<file path="config.mk">
export PLATFORM = sky130hd
export DESIGN_NAME = div_unit_24bit_flat
export DESIGN_NICKNAME = d
export VERILOG_FILES = /design/src/rtl/div_unit_24bit_if.sv /design/src/rtl/div_unit_24bit.sv /design/src/flat_wrapper.sv
export SDC_FILE = /design/constraint.sdc
export NUM_CORES = 1
export LEC_CHECK = 0
export CAP_MARGIN = 20
export CORE_MARGIN = 2
export CORE_UTILIZATION = 30
export CTS_CLUSTER_DIAMETER = 30
export CTS_CLUSTER_SIZE = 20
export DETAILED_ROUTE_END_ITERATION = 16
export DONT_BUFFER_PORTS = 1
export PLACE_DENSITY = 0.52
export SLEW_MARGIN = 25
export SYNTH_ARGS = -nofsm -noshare
export SYNTH_HDL_FRONTEND = slang
export SYNTH_SLANG_ARGS = --single-unit
</file>
<file path="constraint.sdc">
create_clock -name Clock -period 2.98 [get_ports Clock]
set_input_delay 0.447 -clock Clock [delete_from_list [all_inputs] [get_ports Clock]]
set_output_delay 0.447 -clock Clock [all_outputs]
set_load 0.05 [all_outputs]
</file>
<file path="src/rtl/div_unit_24bit_if.sv">
// Request/result bundle for the multi-cycle divider.
// Overflow exists only when DIV_SIGNED_EN is defined.
interface div_unit_24bit_if #(parameter int WIDTH = 24);
  logic             Start;
  logic [WIDTH-1:0] Dividend;
  logic [WIDTH-1:0] Divisor;
  logic             Busy;
  logic             Done;
  logic [WIDTH-1:0] Quotient;
  logic [WIDTH-1:0] Remainder;
  logic             Zero;
  logic             DivByZero;
`ifdef DIV_SIGNED_EN
  logic             Overflow;
`endif

  modport master (
    output Start, Dividend, Divisor,
    input  Busy, Done, Quotient, Remainder, Zero, DivByZero
`ifdef DIV_SIGNED_EN
   ,input  Overflow
`endif
  );

  modport slave (
    input  Start, Dividend, Divisor,
    output Busy, Done, Quotient, Remainder, Zero, DivByZero
`ifdef DIV_SIGNED_EN
   ,output Overflow
`endif
  );
endinterface

</file>
<file path="src/rtl/div_unit_24bit.sv">
// Restoring shift-subtract divider, one quotient bit per clock (IDLE/RUN/FINISH).
// DIV_SIGNED_EN: two's-complement operands via magnitudes plus sign fix-up, adds Overflow.
module div_unit_24bit #(
  parameter int WIDTH = 24
) (
  input  logic             Clock,
  input  logic             ResetN,
  div_unit_24bit_if.slave  bus
);
  localparam int CW = $clog2(WIDTH) + 1;

  typedef enum logic [1:0] {IDLE, RUN, FINISH} state_t;
  state_t state, state_nxt;

  logic [WIDTH-1:0] q_q, r_q, dvs_q;
  logic [CW-1:0]    cnt_q;
  logic [WIDTH-1:0] quo_q, rem_q;
  logic             zero_q, dbz_q;
  logic [WIDTH:0]   sh, diff;
  logic [WIDTH-1:0] q_step, r_step, q_fin, r_fin, a_mag, b_mag;
  logic             accept, last, dvs_zero;

  assign accept   = (state == IDLE) && bus.Start;
  assign last     = (state == RUN) && (cnt_q == CW'(WIDTH - 1));
  assign dvs_zero = (bus.Divisor == '0);

  // Full WIDTH+1 bit partial remainder so divisors with the MSB set stay exact.
  assign sh     = {r_q, q_q[WIDTH-1]};
  assign diff   = sh - {1'b0, dvs_q};
  assign r_step = diff[WIDTH] ? sh[WIDTH-1:0] : diff[WIDTH-1:0];
  assign q_step = {q_q[WIDTH-2:0], ~diff[WIDTH]};

`ifdef DIV_SIGNED_EN
  logic neg_q, neg_r, ovf_pend, ovf_q;
  assign a_mag = bus.Dividend[WIDTH-1] ? (~bus.Dividend + 1'b1) : bus.Dividend;
  assign b_mag = bus.Divisor[WIDTH-1]  ? (~bus.Divisor  + 1'b1) : bus.Divisor;
  assign q_fin = neg_q ? (~q_step + 1'b1) : q_step;
  assign r_fin = neg_r ? (~r_step + 1'b1) : r_step;
  assign bus.Overflow = ovf_q;

  always_ff @(posedge Clock or negedge ResetN) begin
    if (!ResetN) begin
      neg_q <= 1'b0; neg_r <= 1'b0; ovf_pend <= 1'b0; ovf_q <= 1'b0;
    end else if (accept) begin
      neg_q    <= bus.Dividend[WIDTH-1] ^ bus.Divisor[WIDTH-1];
      neg_r    <= bus.Dividend[WIDTH-1];
      // Only most-negative / -1 has a quotient that does not fit.
      ovf_pend <= (bus.Dividend == {1'b1, {(WIDTH-1){1'b0}}}) && (bus.Divisor == '1);
      if (dvs_zero) ovf_q <= 1'b0;
    end else if (last) begin
      ovf_q <= ovf_pend;
    end
  end
`else
  assign a_mag = bus.Dividend;
  assign b_mag = bus.Divisor;
  assign q_fin = q_step;
  assign r_fin = r_step;
`endif

  always_ff @(posedge Clock or negedge ResetN) begin
    if (!ResetN) state <= IDLE;
    else         state <= state_nxt;
  end

  always_comb begin
    state_nxt = state;
    case (state)
      IDLE:    if (bus.Start) state_nxt = dvs_zero ? FINISH : RUN;
      RUN:     if (last)      state_nxt = FINISH;
      FINISH:                 state_nxt = IDLE;
      default:                state_nxt = IDLE;
    endcase
  end

  always_ff @(posedge Clock or negedge ResetN) begin
    if (!ResetN) begin
      q_q <= '0; r_q <= '0; dvs_q <= '0; cnt_q <= '0;
      quo_q <= '0; rem_q <= '0; zero_q <= 1'b1; dbz_q <= 1'b0;
    end else if (accept) begin
      q_q   <= a_mag;
      r_q   <= '0;
      dvs_q <= b_mag;
      cnt_q <= '0;
      dbz_q <= 1'b0;
      // Divide-by-zero skips RUN, so its results are loaded here for FINISH.
      if (dvs_zero) begin
        quo_q  <= '1;
        rem_q  <= bus.Dividend;
        zero_q <= 1'b0;
        dbz_q  <= 1'b1;
      end
    end else if (state == RUN) begin
      q_q   <= q_step;
      r_q   <= r_step;
      cnt_q <= cnt_q + 1'b1;
      if (last) begin
        quo_q  <= q_fin;
        rem_q  <= r_fin;
        zero_q <= (q_fin == '0);
      end
    end
  end

  assign bus.Busy      = (state != IDLE);
  assign bus.Done      = (state == FINISH);
  assign bus.Quotient  = quo_q;
  assign bus.Remainder = rem_q;
  assign bus.Zero      = zero_q;
  assign bus.DivByZero = dbz_q;
endmodule

</file>
<file path="src/flat_wrapper.sv">
// flat-port wrapper written by rule: the top's interface ports become plain ports
module div_unit_24bit_flat 
#(
  parameter int WIDTH = 24
)
  (Clock, ResetN, bus_Start, bus_Dividend, bus_Divisor, bus_Busy, bus_Done, bus_Quotient, bus_Remainder, bus_Zero, bus_DivByZero);
  div_unit_24bit_if #(.WIDTH(WIDTH)) bus_i ();
  input  logic Clock;
  input  logic ResetN;
  input wire logic [$bits(bus_i.Start)-1:0] bus_Start;
  input wire logic [$bits(bus_i.Dividend)-1:0] bus_Dividend;
  input wire logic [$bits(bus_i.Divisor)-1:0] bus_Divisor;
  output wire logic [$bits(bus_i.Busy)-1:0] bus_Busy;
  output wire logic [$bits(bus_i.Done)-1:0] bus_Done;
  output wire logic [$bits(bus_i.Quotient)-1:0] bus_Quotient;
  output wire logic [$bits(bus_i.Remainder)-1:0] bus_Remainder;
  output wire logic [$bits(bus_i.Zero)-1:0] bus_Zero;
  output wire logic [$bits(bus_i.DivByZero)-1:0] bus_DivByZero;
  assign bus_i.Start = bus_Start;
  assign bus_i.Dividend = bus_Dividend;
  assign bus_i.Divisor = bus_Divisor;
  assign bus_Busy = bus_i.Busy;
  assign bus_Done = bus_i.Done;
  assign bus_Quotient = bus_i.Quotient;
  assign bus_Remainder = bus_i.Remainder;
  assign bus_Zero = bus_i.Zero;
  assign bus_DivByZero = bus_i.DivByZero;
  div_unit_24bit #(.WIDTH(WIDTH)) u_core (.Clock(Clock), .ResetN(ResetN), .bus(bus_i));
endmodule
</file>
== Word level (Yosys, flattened, before mapping) ==
Cells that the tools add are included.
Word-level totals
  flip-flop bits (word level): 130
  input bits: 51
  output and inout port bits: 52
  word-level logic and storage cells: 52
Operators by class
  $add $sub $neg: 2
  equality and inequality tests: 6
  mux-type cells: 24
  bitwise gates (word level): 1
  reduce and logical (&&, ||, !) cells: 10
Operators by type and width (count)
  two-way mux 24 bit: 13
  logical NOT 24 bit: 2
  subtractor 25 x 24 -> 25 bit: 1
  two-way mux 6 bit: 2
  adder 6 x 1 -> 6 bit (second input constant): 1
  equality test 6 x 5 -> 1 bit (second input constant): 1
  two-way mux 2 bit: 3
  nonzero test 2 bit: 3
  two-way mux 1 bit: 5
  != test 2 bit (second input constant): 2
  case mux 2 bit (2 select lines): 1
  AND reduction 3 bit: 1
  equality test 2 x 1 -> 1 bit (second input constant): 1
  equality test 2 bit (second input constant): 1
  logical AND 1 bit: 2
  logical NOT 2 bit: 1
  != test 2 x 1 -> 1 bit (second input constant): 1
  AND reduction 2 bit: 1
  NOT 1 bit: 1

== Depth between registers and ports, before layout ==
  depth in word-level cells: 6
  depth in mapped cells: 14
  gate-level depth less buffers: 13

== Worst setup path after synthesis ==
Ideal clock, no wire load.
  path kind: register -> register
  from: register u_core.q_q[23]
  to: register u_core.r_q[9]
  setup time: 0.137 ns
  data arrival time: 2.967 ns
  data required time: 2.843 ns
  path slack: -0.124 ns
  cell stages (with the launch flop): 15
  buffers on the path: 1
  period minus slack after synthesis: 3.104 ns
  cell sequence: dfrtp_1 inv_1 ha_1 inv_1 fa_1 a211oi_1 nor2_1 o31ai_1 a2111o_1 o2111a_2 nor2_4 xor2_4 buf_12 mux2i_1 a21oi_1
On the way
  cells in the longest elaborated chain, start to end: 4
RTL lines
  start, declared: RTL line div_unit_24bit.sv:15  | logic [WIDTH-1:0] q_q, r_q, dvs_q;
  start signal, assigned: RTL line div_unit_24bit.sv:81  | q_q <= a_mag;
  start signal, assigned: RTL line div_unit_24bit.sv:94  | q_q <= q_step;
  subtractor 25 x 24 -> 25 bit: RTL line div_unit_24bit.sv:29  | assign diff = sh - {1'b0, dvs_q};
  two-way mux 24 bit: RTL line div_unit_24bit.sv:30  | assign r_step = diff[WIDTH] ? sh[WIDTH-1:0] : diff[WIDTH-1:0];
  two-way mux 24 bit: RTL line div_unit_24bit.sv:93  | end else if (state == RUN) begin
  two-way mux 24 bit: RTL line div_unit_24bit.sv:80  | end else if (accept) begin
  end signal, assigned: RTL line div_unit_24bit.sv:95  | r_q <= r_step;
  end, declared: RTL line div_unit_24bit.sv:15
Every way passes these cells. The select of a mux whose other input is x is not followed.
A chain may end at the register's enable or synchronous reset.

== Worst setup path after layout ==
  from: register u_core.q_q[23]
  to: register u_core.rem_q[23] (netlist: u_core.bus.Remainder[23])
On the way
  cells in the longest elaborated chain, start to end: 5
RTL lines
  subtractor 25 x 24 -> 25 bit: RTL line div_unit_24bit.sv:29
  two-way mux 24 bit: RTL line div_unit_24bit.sv:30
  two-way mux 24 bit: RTL line div_unit_24bit.sv:97  | if (last) begin
  two-way mux 24 bit: RTL line div_unit_24bit.sv:93
  two-way mux 24 bit: RTL line div_unit_24bit.sv:80
  end signal, assigned: RTL line div_unit_24bit.sv:89  | rem_q <= bus.Dividend;
  end signal, assigned: RTL line div_unit_24bit.sv:99  | rem_q <= r_fin;
  end, declared: RTL line div_unit_24bit.sv:17  | logic [WIDTH-1:0] quo_q, rem_q;
Every way passes these cells. The select of a mux whose other input is x is not followed.

==> results.sh <==
export IMPL_seq_area_frac_synth_pct=47.97
export IMPL_grt_start_max_net_pins=131
export IMPL_cp_num_buf_inv=5
export IMPL_routed_wl_um=20070
export IMPL_slew_viol_final=0
export IMPL_dpl_cell_area_um2=7333
export IMPL_syn_avg_cell_area_um2=9.555
export IMPL_overflow=0
export IMPL_route_detailed_drc=0
export IMPL_initial_core_util_pct=30.24
export IMPL_rr_endpoint="u_core.bus.Remainder[23]"
export IMPL_io_pins=103
export IMPL_yosys_top_cells_count="129 x dfrtp_1, 95 x nand2_1, 86 x o21ai_0"
export IMPL_clk_path_buf_depth=2
export IMPL_rows=55
export IMPL_grt_pass1_vias=5278
export IMPL_numPortBuffers=0
export IMPL_die_h_um=154.4
export IMPL_path_clk_slew_ns=0.06
export IMPL_dp_cells=998
export IMPL_setup_viol=49
export IMPL_clockRootBuffer="clkbuf_16"
export IMPL_rr_worst_depth=16
export IMPL_synth_fp_nets=787
export IMPL_end_kind="flop"
export IMPL_die_area_um2=23830
export IMPL_critical_path_class="reg2reg"
export IMPL_worst_slack_ns=-0.1590
export IMPL_cpPeakStageDelay_ns=0.39
export IMPL_cts_tree="built"
export IMPL_final_area_um2=8334
export IMPL_insertedDiodeCount=0
export IMPL_track_usage_pct=16.84
export IMPL_synthDistinctLibCells=63
export IMPL_vias=5412
export IMPL_post_route_period_util_pct=105.3
export IMPL_layoutNonFillerInstCount=1037
export IMPL_dr_pass1_iters=5
export IMPL_vias_per_cell=5.219
export IMPL_cp_arrival_ns=3.44
export IMPL_core_um2=22430
export IMPL_hold_slack_ns=-0.2775
export IMPL_path_cells="inv_2 -> ha_4 -> inv_2 -> fa_2 -> a211oi_2 -> nor2_1 -> o31ai_2 -> a2111o_1 -> o2111a_2 -> nor2_4 -> xor2_4 -> buf_6 -> buf_12 -> buf_6 -> mux2i_1 -> a21oi_1"
export IMPL_crit_family="compound AO/OA/AOI/OAI gates"
export IMPL_finalSetupTns_ns=-5.761
export IMPL_syn2layout_area_growth_pct=22.85
export IMPL_synth_edff_count=0
export IMPL_period_minus_slack_ns=3.139
export IMPL_grt_pass1_wl_um=31130
export IMPL_synth_ff_type="dfrtp_1"
export IMPL_seqCellArea_um2=3254
export IMPL_hpwl_um=14170
export IMPL_fin_skew_ns=0.01634
export IMPL_synth_top_cell_by_area="dfrtp_1"
export IMPL_synth_seq_cells=130
export IMPL_slew_limit_headroom_pct=61.80
export IMPL_synth_most_common_cell="dfrtp_1"
export IMPL_cp_slowest_cell="fa_2"
export IMPL_clock_latency_ns=0.43
export IMPL_drive_gt1_share_pct=17.55
export IMPL_multi_input_area_um2=3451
export IMPL_max_freq_mhz=318.6
export IMPL_fp_dieW_um=154.4
export IMPL_violations="negative hold slack, negative setup slack"
export IMPL_grt_setup_unrepaired="true"
export IMPL_htree_num_levels=4
export IMPL_antenna_found_initial=0
export IMPL_final_core_util_pct=37.15
export IMPL_yosys_warnings=0
export IMPL_maxCapViolCount=0
export IMPL_postSynth_asyncResetShare_pct=100.0
export IMPL_finalHoldViolCount=130
export IMPL_fillers=2211
export IMPL_first_iter_violations=447
export IMPL_worstMarginPinSlew_ns=0.5730
export IMPL_clock_sinks=130
export IMPL_hold_path_class="in2async"
export IMPL_start_kind="flop"
export IMPL_r2r_start="u_core.q_q[23]"
export IMPL_numCtsBuffers=17
export IMPL_syn_area_um2=6784
export IMPL_nets=817
export IMPL_netlist_area_leader_share_pct=47.58
export IMPL_post_drt_wl_per_cell_um=19.35
export IMPL_crit_fanout=7
export IMPL_critPathRequiredTime_ns=3.28
export IMPL_ys_top_cells_by_area="dfrtp_1 48%, o21ai_0 6.3%, nand2_1 5.3%"
export IMPL_gp_congestion=0.7599
export IMPL_drtAntennaViolNets=0
export IMPL_netlist_instances=710
export IMPL_status="finished with violations"
export IMPL_r2r_setup_slack_ns=-0.16
[worst max path at each step]
stage              startpoint                        to  slack, ns  cells after the start
6_report       u_core.q_q[23]  u_core.bus.Remainder[23]      -0.16                     16
5_1_grt        u_core.q_q[23]  u_core.bus.Remainder[23]      -0.32                     16
4_1_cts        u_core.q_q[23]             u_core.r_q[9]      -0.04                     14
3_5_place_dp   u_core.q_q[23]             u_core.r_q[7]      -0.09                     14
3_3_place_gp   u_core.q_q[23]             u_core.r_q[7]      -0.07                     14
2_1_floorplan  u_core.q_q[23]             u_core.r_q[9]       0.06                     14
[cells in the final DEF (no fill, tap or decap), types with 17 or more instances in the layout]
cell type / synthesis / layout
nor2_1: 23 / 23
nand3_1: 17 / 17
or3_1: 22 / 22
o22a_1: 23 / 23
dfrtp_1: 129 / 129
clkbuf_16: 0 / 19
nand2_1: 95 / 95
o21ai_0: 86 / 84
inv_1: 32 / 30
ha_1: 25 / 24
a21oi_1: 59 / 50
a22oi_1: 23 / 23
buf_4: 1 / 44
[registers in the layout, summed over array words and instances, names as in the netlist]
name / flops
u_core.q_q: 24
u_core.bus.DivByZero: 1
u_core.bus.Zero: 1
u_core.bus.Remainder: 24
u_core.cnt_q: 6
u_core.bus.Quotient: 24
u_core.state: 2
u_core.r_q: 24
u_core.dvs_q: 24
[through the flow]
stage,hold WS (ns),setup WS (ns)
detailed placement,0.1559,-0.09321
CTS,-0.2942,-0.04401
global route,-0.2971,-0.3167
finish,-0.2775,-0.1590
floorplan,0.1514,0.05964
global placement,0.1562,-0.07439
[area by class of cell]
class / count / area share (%)
multi-input cells: 506 / 41.41
clock inverters: 12 / 2.477
inverters: 32 / 1.441
repair buffers: 53 / 6.035
flip-flops and latches: 130 / 39.05
well taps: 285 / 4.279
clock buffers: 19 / 5.315
[logic make-up (layout without fill, tap and decap cells)]
| family | Yosys count | after routing | synth area share [%] |
|---|---|---|---|
| buffers and inverters | 74 | 116 | 5.220 |
| xor gates and xnor gates | 21 | 21 | 2.988 |
| AOI/OAI and AO/OA | 230 | 230 | 20.91 |
| DFF | 130 | 130 | 47.97 |
| and+or+nand+nor | 204 | 204 | 14.29 |
| adders and majority gates | 26 | 26 | 4.906 |
| muxes | 25 | 25 | 3.707 |
[worst reg2reg max path, cell delays in order, from the launching register on]
cell and delay, ns:
dfrtp_1 0.37, inv_2 0.07, ha_4 0.13, inv_2 0.04, fa_2 0.39, a211oi_2 0.28, nor2_1 0.12, o31ai_2 0.30
a2111o_1 0.20, o2111a_2 0.23, nor2_4 0.05, xor2_4 0.15, buf_6 0.14, buf_12 0.15, buf_6 0.11, mux2i_1 0.20
a21oi_1 0.09
[timing repair]
item | CTS | global route
buffers inserted | 0 | 6
endpoints found under the hold margin | 130 | 130
setup endpoints to repair | 18 | 49
pin swaps | 0 | 16
gates resized for setup | 10 | 43
gates cloned | 0 | 2
[metal layers]
metal / vias to the layer above / track usage, % / wire (µm)
met4: 0 / 4.894 / 352
met2: 113 / 27.55 / 9726
met3: 21 / 4.623 / 979
met1: 2649 / 21.94 / 9012
li1: 2629 / - / -
met5: - / 0 / 0
Power is not shown: default switching activity piles up to over one toggle a cycle in this logic, so the estimate is an artifact.
